### src/rtl/vcop_issue_rx_pkg.sv
// Shared definitions for the vector-coprocessor issue receiver: widths, OP-V
// encodings, FSM states and the scalar-operand classification of an instruction.
package vcop_issue_rx_pkg;

   localparam int unsigned WORD_WIDTH   = 32;
   localparam int unsigned REGFILE_BITS = 5;

   localparam logic [6:0] OPCODE_OPV = 7'b1010111;

   localparam logic [2:0] OPIVV = 3'b000;
   localparam logic [2:0] OPFVV = 3'b001;
   localparam logic [2:0] OPMVV = 3'b010;
   localparam logic [2:0] OPIVI = 3'b011;
   localparam logic [2:0] OPIVX = 3'b100;
   localparam logic [2:0] OPFVF = 3'b101;
   localparam logic [2:0] OPMVX = 3'b110;
   localparam logic [2:0] OPCFG = 3'b111;

   typedef enum logic [1:0] {StIdle, StRd1, StRd2} state_e;

   typedef enum logic [1:0] {ClsNone, ClsRs1, ClsRs1Rs2, ClsIllegal} opclass_e;

   // Which scalar registers an OP-V instruction needs from the core.
   function automatic opclass_e classify(input logic [WORD_WIDTH-1:0] instr);
      opclass_e cls;
      cls = ClsNone;
      unique case (instr[14:12])
         OPIVX, OPMVX: cls = ClsRs1;
         OPFVF:        cls = ClsIllegal;
         OPCFG: begin
            if (!instr[31])                      cls = ClsRs1;
            else if (instr[31:25] == 7'b1000000) cls = ClsRs1Rs2;
            else                                 cls = ClsNone;
         end
         default:      cls = ClsNone;
      endcase
      return cls;
   endfunction

endpackage

### src/rtl/vcop_issue_rx_fifo.sv
// Synchronous issue queue holding {instr, rs1_val, rs2_val}; head is read
// straight out of the storage registers.
module vcop_issue_rx_fifo #(
   parameter int unsigned WIDTH = 96,
   parameter int unsigned DEPTH = 4
) (
   input  logic             clk,
   input  logic             nrst,
   input  logic             i_push,
   input  logic             i_pop,
   input  logic [WIDTH-1:0] i_wdata,
   output logic [WIDTH-1:0] o_rdata,
   output logic             o_full,
   output logic             o_empty
);

   localparam int unsigned AW = $clog2(DEPTH);

   logic [WIDTH-1:0] r_mem [DEPTH];
   logic [AW-1:0]    r_wr_ptr;
   logic [AW-1:0]    r_rd_ptr;
   logic [AW:0]      r_count;
   logic             w_push;
   logic             w_pop;

   assign o_full  = (r_count == (AW+1)'(DEPTH));
   assign o_empty = (r_count == '0);
   assign w_push  = i_push & ~o_full;
   assign w_pop   = i_pop & ~o_empty;
   assign o_rdata = r_mem[r_rd_ptr];

   always_ff @(posedge clk or negedge nrst) begin
      if (!nrst) begin
         for (int i = 0; i < int'(DEPTH); i++) r_mem[i] <= '0;
         r_wr_ptr <= '0;
         r_rd_ptr <= '0;
         r_count  <= '0;
      end else begin
         if (w_push) begin
            r_mem[r_wr_ptr] <= i_wdata;
            r_wr_ptr        <= r_wr_ptr + 1'b1;
         end
         if (w_pop) r_rd_ptr <= r_rd_ptr + 1'b1;
         if (w_push && !w_pop)      r_count <= r_count + 1'b1;
         else if (w_pop && !w_push) r_count <= r_count - 1'b1;
      end
   end

endmodule

### src/rtl/vcop_issue_rx.sv
// Coprocessor-side issue receiver: accepts OP-V instructions, reads their scalar
// operands from the core regfile port, and queues them for vector decode.
module vcop_issue_rx
   import vcop_issue_rx_pkg::*;
#(
   parameter int unsigned FIFO_DEPTH = 4
) (
   input  logic                    clk,
   input  logic                    nrst,
   input  logic [WORD_WIDTH-1:0]   v_instr,
   output logic                    v_stall,
   output logic [REGFILE_BITS-1:0] v_rd_xreg_addr,
   input  logic [WORD_WIDTH-1:0]   xreg_out,
   output logic                    vi_valid,
   input  logic                    vi_ready,
   output logic [WORD_WIDTH-1:0]   vi_instr,
   output logic [WORD_WIDTH-1:0]   vi_rs1_val,
   output logic [WORD_WIDTH-1:0]   vi_rs2_val,
   output logic                    illegal
);

   state_e                r_state;
   state_e                w_state_nxt;
   logic [WORD_WIDTH-1:0] r_s1_instr;
   logic [WORD_WIDTH-1:0] r_rs1_val;
   logic                  r_illegal;

   opclass_e              w_s1_cls;
   opclass_e              w_in_cls;
   logic                  w_take;
   logic                  w_accept;
   logic                  w_done_rd;
   logic                  w_complete;
   logic [WORD_WIDTH-1:0] w_rs1_cap;
   logic [3*WORD_WIDTH-1:0] w_push_data;
   logic [3*WORD_WIDTH-1:0] w_head;
   logic                  w_fifo_full;
   logic                  w_fifo_empty;

   assign w_s1_cls   = classify(r_s1_instr);
   assign w_in_cls   = classify(v_instr);
   assign w_take     = (v_instr[6:0] == OPCODE_OPV) & ~v_stall;
   assign w_accept   = w_take & (w_in_cls != ClsIllegal);
   assign w_done_rd  = ((r_state == StRd1) && (w_s1_cls != ClsRs1Rs2)) || (r_state == StRd2);
   // Uses the pre-pop count: a pop this edge cannot make room for a push.
   assign w_complete = w_done_rd & ~w_fifo_full;
   assign w_rs1_cap  = ((w_s1_cls == ClsRs1) || (w_s1_cls == ClsRs1Rs2)) ? xreg_out : '0;

   always_ff @(posedge clk or negedge nrst) begin
      if (!nrst) begin
         r_state    <= StIdle;
         r_s1_instr <= '0;
         r_rs1_val  <= '0;
         r_illegal  <= 1'b0;
      end else begin
         r_state <= w_state_nxt;
         if (w_accept) r_s1_instr <= v_instr;
         if (r_state == StRd1) r_rs1_val <= w_rs1_cap;
         if (w_take && (w_in_cls == ClsIllegal)) r_illegal <= 1'b1;
      end
   end

   always_comb begin
      w_state_nxt = r_state;
      unique case (r_state)
         StIdle: if (w_accept) w_state_nxt = StRd1;
         StRd1: begin
            if (w_s1_cls == ClsRs1Rs2) w_state_nxt = StRd2;
            else if (w_complete)       w_state_nxt = w_accept ? StRd1 : StIdle;
         end
         StRd2: if (w_complete) w_state_nxt = w_accept ? StRd1 : StIdle;
         default: w_state_nxt = StIdle;
      endcase
   end

   always_comb begin
      v_stall        = (r_state != StIdle) & ~w_complete;
      v_rd_xreg_addr = '0;
      w_push_data    = {r_s1_instr, w_rs1_cap, {WORD_WIDTH{1'b0}}};
      unique case (r_state)
         StRd1: v_rd_xreg_addr = r_s1_instr[19:15];
         StRd2: begin
            v_rd_xreg_addr = r_s1_instr[24:20];
            w_push_data    = {r_s1_instr, r_rs1_val, xreg_out};
         end
         default: v_rd_xreg_addr = '0;
      endcase
   end

   vcop_issue_rx_fifo #(
      .WIDTH (3 * WORD_WIDTH),
      .DEPTH (FIFO_DEPTH)
   ) u_fifo (
      .clk     (clk),
      .nrst    (nrst),
      .i_push  (w_complete),
      .i_pop   (vi_valid & vi_ready),
      .i_wdata (w_push_data),
      .o_rdata (w_head),
      .o_full  (w_fifo_full),
      .o_empty (w_fifo_empty)
   );

   assign vi_valid = ~w_fifo_empty;
   assign {vi_instr, vi_rs1_val, vi_rs2_val} = w_head;
   assign illegal  = r_illegal;

endmodule

### config.mk
export PLATFORM = sky130hd
export DESIGN_NAME = vcop_issue_rx
export DESIGN_NICKNAME = d
export VERILOG_FILES = /design/src/rtl/vcop_issue_rx_pkg.sv /design/src/rtl/vcop_issue_rx_fifo.sv /design/src/rtl/vcop_issue_rx.sv
export SDC_FILE = /design/constraint.sdc
export NUM_CORES = 1
export LEC_CHECK = 0
export CAP_MARGIN = 30
export CORE_MARGIN = 3
export CORE_UTILIZATION = 50
export DETAILED_ROUTE_END_ITERATION = 6
export GPL_TIMING_DRIVEN = 0
export PLACE_DENSITY = 0.72
export SETUP_SLACK_MARGIN = 0.2
export SLEW_MARGIN = 20
export SYNTH_ARGS = -nofsm -noshare
export SYNTH_HDL_FRONTEND = slang
export SYNTH_HIERARCHICAL = 1
export SYNTH_SLANG_ARGS = --single-unit
### constraint.sdc
create_clock -name clk -period 3.19 [get_ports clk]
set_input_delay 0.638 -clock clk [delete_from_list [all_inputs] [get_ports clk]]
set_output_delay 0.638 -clock clk [all_outputs]
set_load 0.05 [all_outputs]
==> run_results.csv <==
group,metric,value,unit
drt,drt_iter0_drc,704,
sta,holdWs,80.58,ps
synth,yosysTopAreaCellShare,0.5584,
sta,finalCriticalPeriod,3093,ps
floorplan,dieArea,43510,µm²
placed_design,portBuffers,170,
clocking,insertion_delay,560,ps
critical_path,crit_path_frequent_cell,"nor2_2",
clocking,numClockSinks,458,
sta,worst_pin_slew,852.0,ps
global_route,antenna_found_initial,2,
critical_path,crit_chain,"nor4_4 -> nand3_2 -> a21oi_2 -> ha_2 -> nor2b_2 -> nor2_1 -> nor2_2 -> nor2_2 -> buf_6",
critical_path,critPathKind,"reg -> out",
global_route,grt_pass1_wl,75.13,mm
global_route,grt.overflow.total,0,
power,seq_power_share,0.400,
global_route,grt_max_degree,103,
global_route,grt_pass1_vias,12770,
clocking,clockRootBuffer,"clkbuf_16",
cells_and_area,final_util,0.6154,
power,swShare,0.3228,
cells_and_area,drive_above_1_share,0.4720,
power,total_power,0.01925,W
drt,dr.pass1.iters,4,
floorplan,core_area,40100,µm²
synth,synthTopCellsByArea,"dfrtp_1 56%, mux2_2 21%, mux4_2 11%, mux2i_1 1.6%, buf_6 1.2%",
clocking,path_clk_slew,60,ps
critical_path,start_kind,"flip-flop",
drt,wl_per_cell,22.72,µm
drt,ant_nets,0,
global_route,grt_usage,0.2222,
clocking,clockBufferDepth,3,
drt,num_vias,11870,
floorplan,dieWidth,208.6,µm
worst_hold_path,min_path_type,"in -> async",
floorplan,io_pins,171,
drt,drc,0,
sta,fin_crit_sh,0.9695,
sta,slew_violations,0,
synth,yosysWarnings,6,
cells_and_area,nets,1633,
drt,totalWireLength,48.07,mm
critical_path,cp_top_family,"simple AND/OR/NAND/NOR gates",
synth,synth_area,20520,µm²
floorplan,row_count,73,
power,p_leak,11.69,nW
sta,timing.slew.headroom,0.4260,
cells_and_area,fin_area,24680,µm²
synth,syn-mean-instance-area,15.47,µm²
synth,async_flop_share,1.000,
critical_path,end_kind,"output port",
power,ir_drop,0.4739,mV
power,power_density,780.2,nW/µm²
synth,syn_nets,1405,
clocking,cts_max_level,2,
power,p_comb_frac,0.315,
floorplan,fp.dieH,208.6,µm
clocking,cts_tree,"yes",
synth,synthCells,1327,
power,pwr-share-clk,0.285,
synth,synth_seq_area_share,0.5584,
critical_path,slowest_stage,"dfrtp_2",
synth,synthFlopType,"dfrtp_1",
synth,ys_ff_latch,458,
sta,setup_viol,0,
placed_design,placed_area,23020,µm²
power,p_int,0.01304,W
cells_and_area,syn_to_final_growth,20.24,%
run_status,outcome,"completed",
clocking,numCtsBuffers,48,
sta,clock-skew-final,9.296,ps
sta,max_freq,323.4,MHz
critical_path,crit_arrival,2450,ps
sta,hold_viol,0,
critical_path,path_buf_inv,1,
floorplan,initial_utilization,0.5118,
critical_path,slowest_delay,420,ps
power,p_sw,0.006215,W
synth,synth_edf_count,0,
synth,yosysTopAreaCell,"dfrtp_1",
sta,rsz0062_at_grt,"true",
flow_run,drv_cap,0,
placed_design,place_congestion,0.8017,
critical_path,cp.required,2550,ps
synth,yosys.cell_types.count,41,
drt,via_per_inst,5.608,
critical_path,crit_fanout,6,
placed_design,dp_hpwl,33.19,mm
==> sequential cells by signal (all words and copies together) (netlist names) <==
signal,flops
r_s1_instr,32
u_fifo/r_count,3
u_fifo/r_wr_ptr,2
u_fifo/r_rd_ptr,2
u_fifo/r_mem,384
illegal,1
r_state,2
r_rs1_val,32
==> through the flow <==
| step | setup slack, ps | setup TNS [ps] | cells |
|---|---|---|---|
| after floorplan | 546.0 | 0 | 1327 |
| after global placement | -18210 | -8339100 | 2022 |
| after detailed placement | -527.2 | -23090 | 2027 |
| after CTS | 46.82 | 0 | 2114 |
| after global routing | 4.329 | 0 | 2116 |
| final | 97.44 | 0 | 2116 |
==> final timing paths <==
path	slack (ps)	startpoint	to	cells after the start
max in group asynchronous	1320	nrst	u_fifo/r_mem[67]	5
min reg2reg	480	illegal	illegal	1
min in group clk	480	illegal	illegal	1
max	100	r_s1_instr[27]	v_stall	9
max reg2reg	320	r_state[0]	u_fifo/r_mem[57]	10
min	80	nrst	u_fifo/r_mem[234]	2
==> final cells by class <==
cell class	instances	area, µm²
antenna	2	5.005
buffer	83	658.1
clock buffer	75	1464
clock inverter	9	95.09
fill	3063	15420
inverter	40	150.1
multi-input combinational	746	8427
sequential	458	11470
tap	525	656.9
timing repair buffer	178	1755
==> what timing repair did <==
item / in CTS / in global routing
hold buffers: 0 / 0
gates resized for setup: 359 / 46
buffers inserted: 3 / 0
endpoints found under the setup margin: 488 / 306
pin swaps: 5 / 2
==> placed cells by master (no fill, tap or decap), drive strengths merged, types with 2 or more instances in the layout <==
cell type      count
nor3b              2
o21ai             36
diode              2
nand3b             2
mux2i             32
clkbuf           107
clkinv             7
a21oi              3
buf               96
clkdlybuf4s15     55
inv               40
nand2             39
nor2b             11
o22a               2
nand2b            33
nand3              2
xor2               2
mux2             408
bufinv             2
xnor2              4
a22oi              5
and2              32
or2                5
mux4              96
clkdlybuf4s50     67
ha                10
nor2              10
dfrtp            458
dlygate4sd2       11
==> synth_stat cells, types with 2 or more instances <==
cell,count
clkbuf_1,22
xnor2_1,4
nand2_1,39
mux2_1,20
a21oi_1,3
inv_1,40
nand3_1,2
and2_1,32
or2_1,5
mux2i_1,32
o22a_1,2
nor2_2,5
buf_2,37
ha_1,10
dfrtp_1,458
buf_6,22
nor2_1,5
nand3b_1,2
mux2_2,388
xor2_1,2
nor2b_1,11
nand2b_1,33
a22oi_1,5
mux4_2,96
o21ai_0,36
==> power groups by stage <==
stage          logic [W]  clock network (W)  registers, W
2_1_floorplan    0.00437                  0       0.00756
3_3_place_gp     0.00597                  0       0.00774
3_5_place_dp     0.00608                  0       0.00779
4_1_cts          0.00611            0.00562       0.00770
5_1_grt          0.00645            0.00587       0.00786
6_report         0.00607            0.00548       0.00770
==> logic make-up (layout without fill, tap and decap cells) <==
| family | after synthesis | in the layout | share of synthesized area |
|---|---|---|---|
| XOR/XNOR | 6 | 6 | 0.002560 |
| multiplexers | 536 | 536 | 0.3448 |
| adder cells (fa/ha/maj) | 11 | 11 | 0.007072 |
| AO/OA/AOI/OAI | 52 | 52 | 0.01536 |
| AND/OR/NAND/NOR | 141 | 141 | 0.03877 |
| buffers and inverters | 123 | 385 | 0.03298 |
| other | 0 | 2 | 0 |
| flip-flops | 458 | 458 | 0.5584 |
==> layer usage <==
layer | up-vias | wire (µm) | global-route usage | share of wire
met4 | 0 | 1501 | 0.07575 | 0.031
met2 | 203 | 23480 | 0.3596 | 0.49
met5 | - | 0 | 0 | 0
met1 | 6356 | 21380 | 0.3119 | 0.44
li1 | 5229 | - | - | -
met3 | 79 | 1707 | 0.03393 | 0.036
Note: power is estimated with default switching activity, not from simulation.
